[src/rtl/hack_uart_tx_pkg.sv]
// hack_io_pkg: shared constants and state encoding for Hack memory-mapped I/O.
// Used by the hack_uart_tx slice (optional macro: HACK_UART_TX_PARITY_EN).
package hack_io_pkg;

    localparam logic [14:0] TX_ADDR_DEF   = 15'h6001;
    localparam logic [14:0] STAT_ADDR_DEF = 15'h6002;

    localparam int STAT_BUSY = 0;
    localparam int STAT_OVR  = 1;

    typedef enum logic [2:0] {
        IDLE   = 3'd0,
        START  = 3'd1,
        DATA   = 3'd2,
        PARITY = 3'd3,
        STOP   = 3'd4
    } tx_state_t;

    function automatic logic even_parity(input logic [7:0] d);
        return ^d;
    endfunction

endpackage

[src/rtl/hack_uart_tx_if.sv]
// hack_uart_tx_if: Hack CPU data-bus view (addressM/outM/writeM, read data).
// master = CPU side, slave = memory-mapped peripheral.
interface hack_uart_tx_if;
    import hack_io_pkg::*;

    logic [14:0] addressM;
    logic [15:0] outM;
    logic        writeM;
    logic [15:0] rdata;

    modport master (
        output addressM,
        output outM,
        output writeM,
        input  rdata
    );

    modport slave (
        input  addressM,
        input  outM,
        input  writeM,
        output rdata
    );

endinterface

[src/rtl/hack_uart_tx_baud_gen.sv]
// uart_baud_gen: bit-period counter, pulses o_bit_done on the last cycle.
// i_clear restarts the period so a new frame starts phase-aligned.
module uart_baud_gen
    import hack_io_pkg::*;
#(
    parameter int CLKS_PER_BIT = 434
) (
    input  logic i_clock,
    input  logic i_reset,
    input  logic i_clear,
    input  logic i_en,
    output logic o_bit_done
);

    localparam int CW = $clog2(CLKS_PER_BIT);
    localparam logic [CW-1:0] TC = CW'(CLKS_PER_BIT - 1);

    logic [CW-1:0] r_cnt;
    logic          w_tc;

    assign w_tc       = (r_cnt == TC);
    assign o_bit_done = i_en && w_tc;

    // count cycles within a bit period, wrapping at the terminal count
    always_ff @(posedge i_clock) begin
        if (i_reset || i_clear) begin
            r_cnt <= '0;
        end else if (i_en) begin
            if (w_tc) begin
                r_cnt <= '0;
            end else begin
                r_cnt <= r_cnt + 1'b1;
            end
        end
    end

endmodule

[src/rtl/hack_uart_tx.sv]
// hack_uart_tx: memory-mapped 8N1 UART transmitter for the Hack data bus.
// Define HACK_UART_TX_PARITY_EN to add an even-parity bit (8E1 frame).
module hack_uart_tx
    import hack_io_pkg::*;
#(
    parameter int          CLKS_PER_BIT = 434,
    parameter logic [14:0] TX_ADDR      = TX_ADDR_DEF,
    parameter logic [14:0] STAT_ADDR    = STAT_ADDR_DEF
) (
    input  logic           clock,
    input  logic           reset,
    hack_uart_tx_if.slave  bus,
    output logic           txd,
    output logic           busy
);

    localparam logic [2:0] S_IDLE   = IDLE;
    localparam logic [2:0] S_START  = START;
    localparam logic [2:0] S_DATA   = DATA;
    localparam logic [2:0] S_STOP   = STOP;
`ifdef HACK_UART_TX_PARITY_EN
    localparam logic [2:0] S_PARITY = PARITY;
`endif

    logic [2:0]  r_state;
    logic [7:0]  r_shift;
    logic [2:0]  r_idx;
    logic        r_txd;
    logic        r_busy;
    logic        r_ovr;
`ifdef HACK_UART_TX_PARITY_EN
    logic        r_par;
`endif

    logic        w_tx_wr;
    logic        w_stat_wr;
    logic        w_accept;
    logic        w_bit_done;
    logic [15:0] w_stat;
    logic        w_unused_hi;

    assign w_tx_wr     = bus.writeM && (bus.addressM == TX_ADDR);
    assign w_stat_wr   = bus.writeM && (bus.addressM == STAT_ADDR);
    assign w_accept    = w_tx_wr && (r_state == S_IDLE);
    assign w_unused_hi = ^bus.outM[15:8];

    assign txd  = r_txd;
    assign busy = r_busy;

    uart_baud_gen #(
        .CLKS_PER_BIT (CLKS_PER_BIT)
    ) u_baud (
        .i_clock    (clock),
        .i_reset    (reset),
        .i_clear    (w_accept),
        .i_en       (r_busy),
        .o_bit_done (w_bit_done)
    );

    // frame sequencer: start bit, 8 data bits LSB first, [parity], stop bit
    always_ff @(posedge clock) begin
        if (reset) begin
            r_state <= S_IDLE;
            r_shift <= '0;
            r_idx   <= '0;
            r_txd   <= 1'b1;
            r_busy  <= 1'b0;
`ifdef HACK_UART_TX_PARITY_EN
            r_par   <= 1'b0;
`endif
        end else begin
            case (r_state)
                S_IDLE: begin
                    if (w_accept) begin
                        r_shift <= bus.outM[7:0];
                        r_idx   <= '0;
                        r_txd   <= 1'b0;
                        r_busy  <= 1'b1;
                        r_state <= S_START;
`ifdef HACK_UART_TX_PARITY_EN
                        r_par   <= even_parity(bus.outM[7:0]);
`endif
                    end
                end
                S_START: begin
                    if (w_bit_done) begin
                        r_txd   <= r_shift[0];
                        r_state <= S_DATA;
                    end
                end
                S_DATA: begin
                    if (w_bit_done) begin
                        if (r_idx == 3'd7) begin
`ifdef HACK_UART_TX_PARITY_EN
                            r_txd   <= r_par;
                            r_state <= S_PARITY;
`else
                            r_txd   <= 1'b1;
                            r_state <= S_STOP;
`endif
                        end else begin
                            r_idx   <= r_idx + 3'd1;
                            r_shift <= {1'b0, r_shift[7:1]};
                            r_txd   <= r_shift[1];
                        end
                    end
                end
`ifdef HACK_UART_TX_PARITY_EN
                S_PARITY: begin
                    if (w_bit_done) begin
                        r_txd   <= 1'b1;
                        r_state <= S_STOP;
                    end
                end
`endif
                S_STOP: begin
                    if (w_bit_done) begin
                        r_txd   <= 1'b1;
                        r_busy  <= 1'b0;
                        r_state <= S_IDLE;
                    end
                end
                default: begin
                    r_txd   <= 1'b1;
                    r_busy  <= 1'b0;
                    r_state <= S_IDLE;
                end
            endcase
        end
    end

    // sticky overrun: a TX write while busy sets it, a status write clears it
    always_ff @(posedge clock) begin
        if (reset) begin
            r_ovr <= 1'b0;
        end else if (w_tx_wr && r_busy) begin
            r_ovr <= 1'b1;
        end else if (w_stat_wr) begin
            r_ovr <= 1'b0;
        end
    end

    // status word for the inM mux, decoded from the address alone
    always_comb begin
        w_stat            = '0;
        w_stat[STAT_BUSY] = r_busy;
        w_stat[STAT_OVR]  = r_ovr;
        bus.rdata         = (bus.addressM == STAT_ADDR) ? w_stat : 16'h0000;
    end

endmodule
[src/flat_wrapper.sv]
// flat-port wrapper written by rule: the top's interface ports become plain ports
module hack_uart_tx_flat import hack_io_pkg::*;
#(
    parameter int          CLKS_PER_BIT = 434,
    parameter logic [14:0] TX_ADDR      = TX_ADDR_DEF,
    parameter logic [14:0] STAT_ADDR    = STAT_ADDR_DEF
)
  (clock, reset, txd, busy, bus_addressM, bus_outM, bus_writeM, bus_rdata);
  hack_uart_tx_if bus_i ();
  input  logic clock;
  input  logic reset;
  output logic txd;
  output logic busy;
  input wire logic [$bits(bus_i.addressM)-1:0] bus_addressM;
  input wire logic [$bits(bus_i.outM)-1:0] bus_outM;
  input wire logic [$bits(bus_i.writeM)-1:0] bus_writeM;
  output wire logic [$bits(bus_i.rdata)-1:0] bus_rdata;
  assign bus_i.addressM = bus_addressM;
  assign bus_i.outM = bus_outM;
  assign bus_i.writeM = bus_writeM;
  assign bus_rdata = bus_i.rdata;
  hack_uart_tx #(.CLKS_PER_BIT(CLKS_PER_BIT), .TX_ADDR(TX_ADDR), .STAT_ADDR(STAT_ADDR)) u_core (.clock(clock), .reset(reset), .bus(bus_i), .txd(txd), .busy(busy));
endmodule
[config.mk]
export PLATFORM = sky130hd
export DESIGN_NAME = hack_uart_tx_flat
export DESIGN_NICKNAME = d
export VERILOG_FILES = /design/src/rtl/hack_uart_tx_pkg.sv /design/src/rtl/hack_uart_tx_if.sv /design/src/rtl/hack_uart_tx_baud_gen.sv /design/src/rtl/hack_uart_tx.sv /design/src/flat_wrapper.sv
export SDC_FILE = /design/constraint.sdc
export NUM_CORES = 1
export LEC_CHECK = 0
export ABC_CLOCK_PERIOD_IN_PS = 1800
export CORE_MARGIN = 5
export CORE_UTILIZATION = 35
export CTS_CLUSTER_DIAMETER = 30
export CTS_CLUSTER_SIZE = 40
export DETAILED_ROUTE_END_ITERATION = 8
export DONT_BUFFER_PORTS = 1
export SETUP_SLACK_MARGIN = 0.2
export SLEW_MARGIN = 30
export SYNTH_ARGS = -nofsm -noshare
export SYNTH_HDL_FRONTEND = slang
export SYNTH_SLANG_ARGS = --single-unit
[constraint.sdc]
create_clock -name clock -period 1.8 [get_ports clock]
set_input_delay 0.09 -clock clock [delete_from_list [all_inputs] [get_ports clock]]
set_output_delay 0.09 -clock clock [all_outputs]
set_load 0.1 [all_outputs]
==> impl_results.md <==
* Status: complete, but fails checks
* Failing checks: negative hold slack
* Setup crit start kind: flip-flop
* Clock Tree Buf Depth at 2
* Global-route usage over all layers at 10.41%
* Static Leak at 0.6543 nW
* EDFF count, synth at 0
* Post-Syn Area at 0.001515 mm2
* Maximum VDD drop at 0.4115 mV
* Min Tclk post-route at 1678 ps
* Cells after Synth at 174
* Power Dens Cells at 644.3 mW/mm2
* Top-count cell post-synth: nor2_1
* DRC at 0
* Final period util at 93.21%
* Clock Tree Root: clkbuf_8
* Mean post-synth cell area at 8.708 um2
* Die W at 75.80 um
* Slowest stage cell, crit path: dfxtp_2
* M1 GR Usage at 14.50%
* Yosys warnings at 0
* Main synth FF type: dfxtp_1
* Synth area leaders: dfxtp_1, nor2_1, buf_4
* Setup Skew at 7.777 ps
* Worst Path Arrival at 1860 ps
* Number of global-route vias before repair at 1023
* Worst-Skew Late Latency at 280 ps
* Hold_buf cts at 1
* Final hold vios at 16
* R2R Setup Slk at 120 ps
* Synth-to-layout area growth at 18.58%
* Worst Setup SP: u_core.u_baud.r_cnt[1]$_SDFFE_PP0P_
* Via density at 4.842
* Starting Density at 35.53%
* Top post-synthesis cells by count: nor2_1, dfxtp_1, buf_4
* First-pass GRT wire length at 4609 um
* Top-area cell type share of the netlist area at 34.35%
* Worst min path class: in -> reg
* Global route hottest layer: met2
* Synth cell types at 40
* FF-to-FF Start: u_core.u_baud.r_cnt[1]$_SDFFE_PP0P_
* Worst R2R End: u_core.r_shift[1]$_SDFFE_PP0P_
* Ordered list of cells on the worst path: inv_2 -> ha_4 -> and4b_4 -> nand4_4 -> o32ai_4 -> buf_4 -> buf_16 -> mux2i_1 -> nor2_1
* FF-to-FF path depth at 9
* Post-DP HPWL at 2129 um
* Layout cell share with drive strength beyond 1 at 26.60%
* RSZ-0062 raised after global routing: true
* IO Count at 52
* Port Buf Inserts at 0
* Endpoint class of the critical path: flip-flop
* Max incr delay on CP at 330 ps
* Register bit count reported by yosys at 26
* Met2 Track Usage GR at 14.83%
* Drt total wl at 2896 um
* Core box area at 0.004264 mm2
* CTS tree: yes
* Leading area contributor after synthesis: dfxtp_1
* Routed vias at 1162
* Worst hold slack at -139.9 ps
* Initial antenna violation count at 0
* 1st-pass router iterations at 4
* CTS buffer count at 3
* Rows at 24
* Seq/Total Area, Yosys at 34.35%
* Final setup fails at 0
* N_diodes at 0
* Worst EP required at 1980 ps
* Peak Freq at 596.0 MHz
* Critical Path End: u_core.r_shift[1]$_SDFFE_PP0P_
* Total gr overflow at 0
* Final Max Slew Viols at 0
* Die Y at 75.80 um
* NumNets Final at 227
* Wirelength per Cell at 12.07 um
* Largest net degree at the start of global routing at 20
* CTS sink cnt at 26
* Die ar. at 0.005745 mm2
* H-tree Lvls at 1
* GPL Wtd Cong at 0.7393
* Pwr Total at 1.158 mW
* Max_cap viols at 0
* Setup Crit Path Kind: reg -> reg
* Iter 0 DRT Violations at 31
* Routed Antenna Nets at 0
* GR Layer Usage met3 at 2.507%
* Total negative slack at 0 ps
* Crit Path Max Fanout at 7
* FFs w/ async S/R, synth at 0%
* Clock-pin slew on the worst setup and hold paths at 100 ps
-- placed cells by master, fill, tap and decap left out, types with 3 or more instances in the layout --
cell type	netlist	layout
nand4_1	3	3
clkbuf_8	0	3
inv_1	5	4
dfxtp_1	26	23
xor2_1	5	5
xnor2_1	4	4
o21ai_0	5	5
conb_1	1	14
nand3_1	5	5
a21oi_1	8	8
mux2i_1	8	8
buf_4	14	14
buf_12	0	3
mux2_2	7	7
nor2_1	30	30
nor3_1	4	3
nand2_1	7	7
-- report_power, final --
part	switching [mW]	internal [mW]	total [mW]
combinational	0.136	0.0132	0.149
clock	0.194	0.242	0.436
sequential	0.00000504	0.573	0.573
total	0.329	0.828	1.16
-- cells by family (layout without fill, tap and decap cells) --
kind of cell,Yosys count,count (layout),synth area share (%)
compound gates,22,22,10.32
mux,15,15,10.49
other cells,1,14,0.2475
buf+inv,28,29,12.14
fa+ha+maj,4,4,3.303
xor+xnor,9,9,5.202
flops,26,26,34.35
simple gates,69,69,23.95
-- layout make-up --
type | count | area [um2]
Fill cell | 411 | 2467
Sequential cell | 26 | 526.8
Timing Repair Buffer | 20 | 214.0
Tap cell | 52 | 65.06
Clock buffer | 4 | 66.31
Inverter | 5 | 18.77
Multi-Input combinational cell | 133 | 905.9
-- per-stage QoR --
step | utilization [%] | std cells | cell area [um2] | setup WS [ps]
floorplan | - | 187 | 1572 | -55.73
global placement | 37.65 | 229 | 1605 | 122.2
detailed placement | 37.65 | 229 | 1605 | 106.7
CTS | 41.52 | 239 | 1770 | 120.6
global route | 42.14 | 240 | 1797 | 32.88
finish | 42.14 | 240 | 1797 | 122.3
-- flip-flops by register name (all words and copies together) (netlist names) --
| register | count |
|---|---|
| u_core.busy | 1 |
| u_core.r_idx | 3 |
| u_core.r_ovr | 1 |
| u_core.r_shift | 8 |
| u_core.r_state | 3 |
| u_core.txd | 1 |
| u_core.u_baud.r_cnt | 9 |
-- worst max-delay path: cells and delay by family (launching register included) --
family,cells,cell delay [ps]
flops,1,330
simple gates,3,390
mux,1,170
buf+inv,3,340
fa+ha+maj,1,110
compound gates,1,250
-- metal layers --
layer | vias up | share of wire (%)
met5 | - | 0
met4 | 0 | 2.0
met2 | 37 | 43
li1 | 595 | -
met1 | 526 | 47
met3 | 4 | 7.8
-- what timing repair did --
item | CTS | global route
cloned | 1 | 0
setup endpoints to repair | 15 | 16
hold endpoints to repair | 17 | 16
resized for setup | 9 | 4
pin swaps | 1 | 0
setup buffers | 4 | 1
-- worst min path at each step --
stage | depth (start not counted) | slack, ps | start | end
2_1_floorplan | 2 | 260 | bus_outM[7] | u_core.r_shift[7]$_SDFFE_PP0P_
3_3_place_gp | 1 | 160 | reset | u_core.r_shift[7]$_SDFFE_PP0P_
3_5_place_dp | 1 | 160 | reset | u_core.r_shift[7]$_SDFFE_PP0P_
4_1_cts | 1 | -150 | reset | u_core.r_shift[7]$_SDFFE_PP0P_
5_1_grt | 1 | -160 | reset | u_core.r_shift[7]$_SDFFE_PP0P_
6_report | 1 | -140 | reset | u_core.r_shift[7]$_SDFFE_PP0P_
Note: power is estimated with default switching activity, not from simulation.
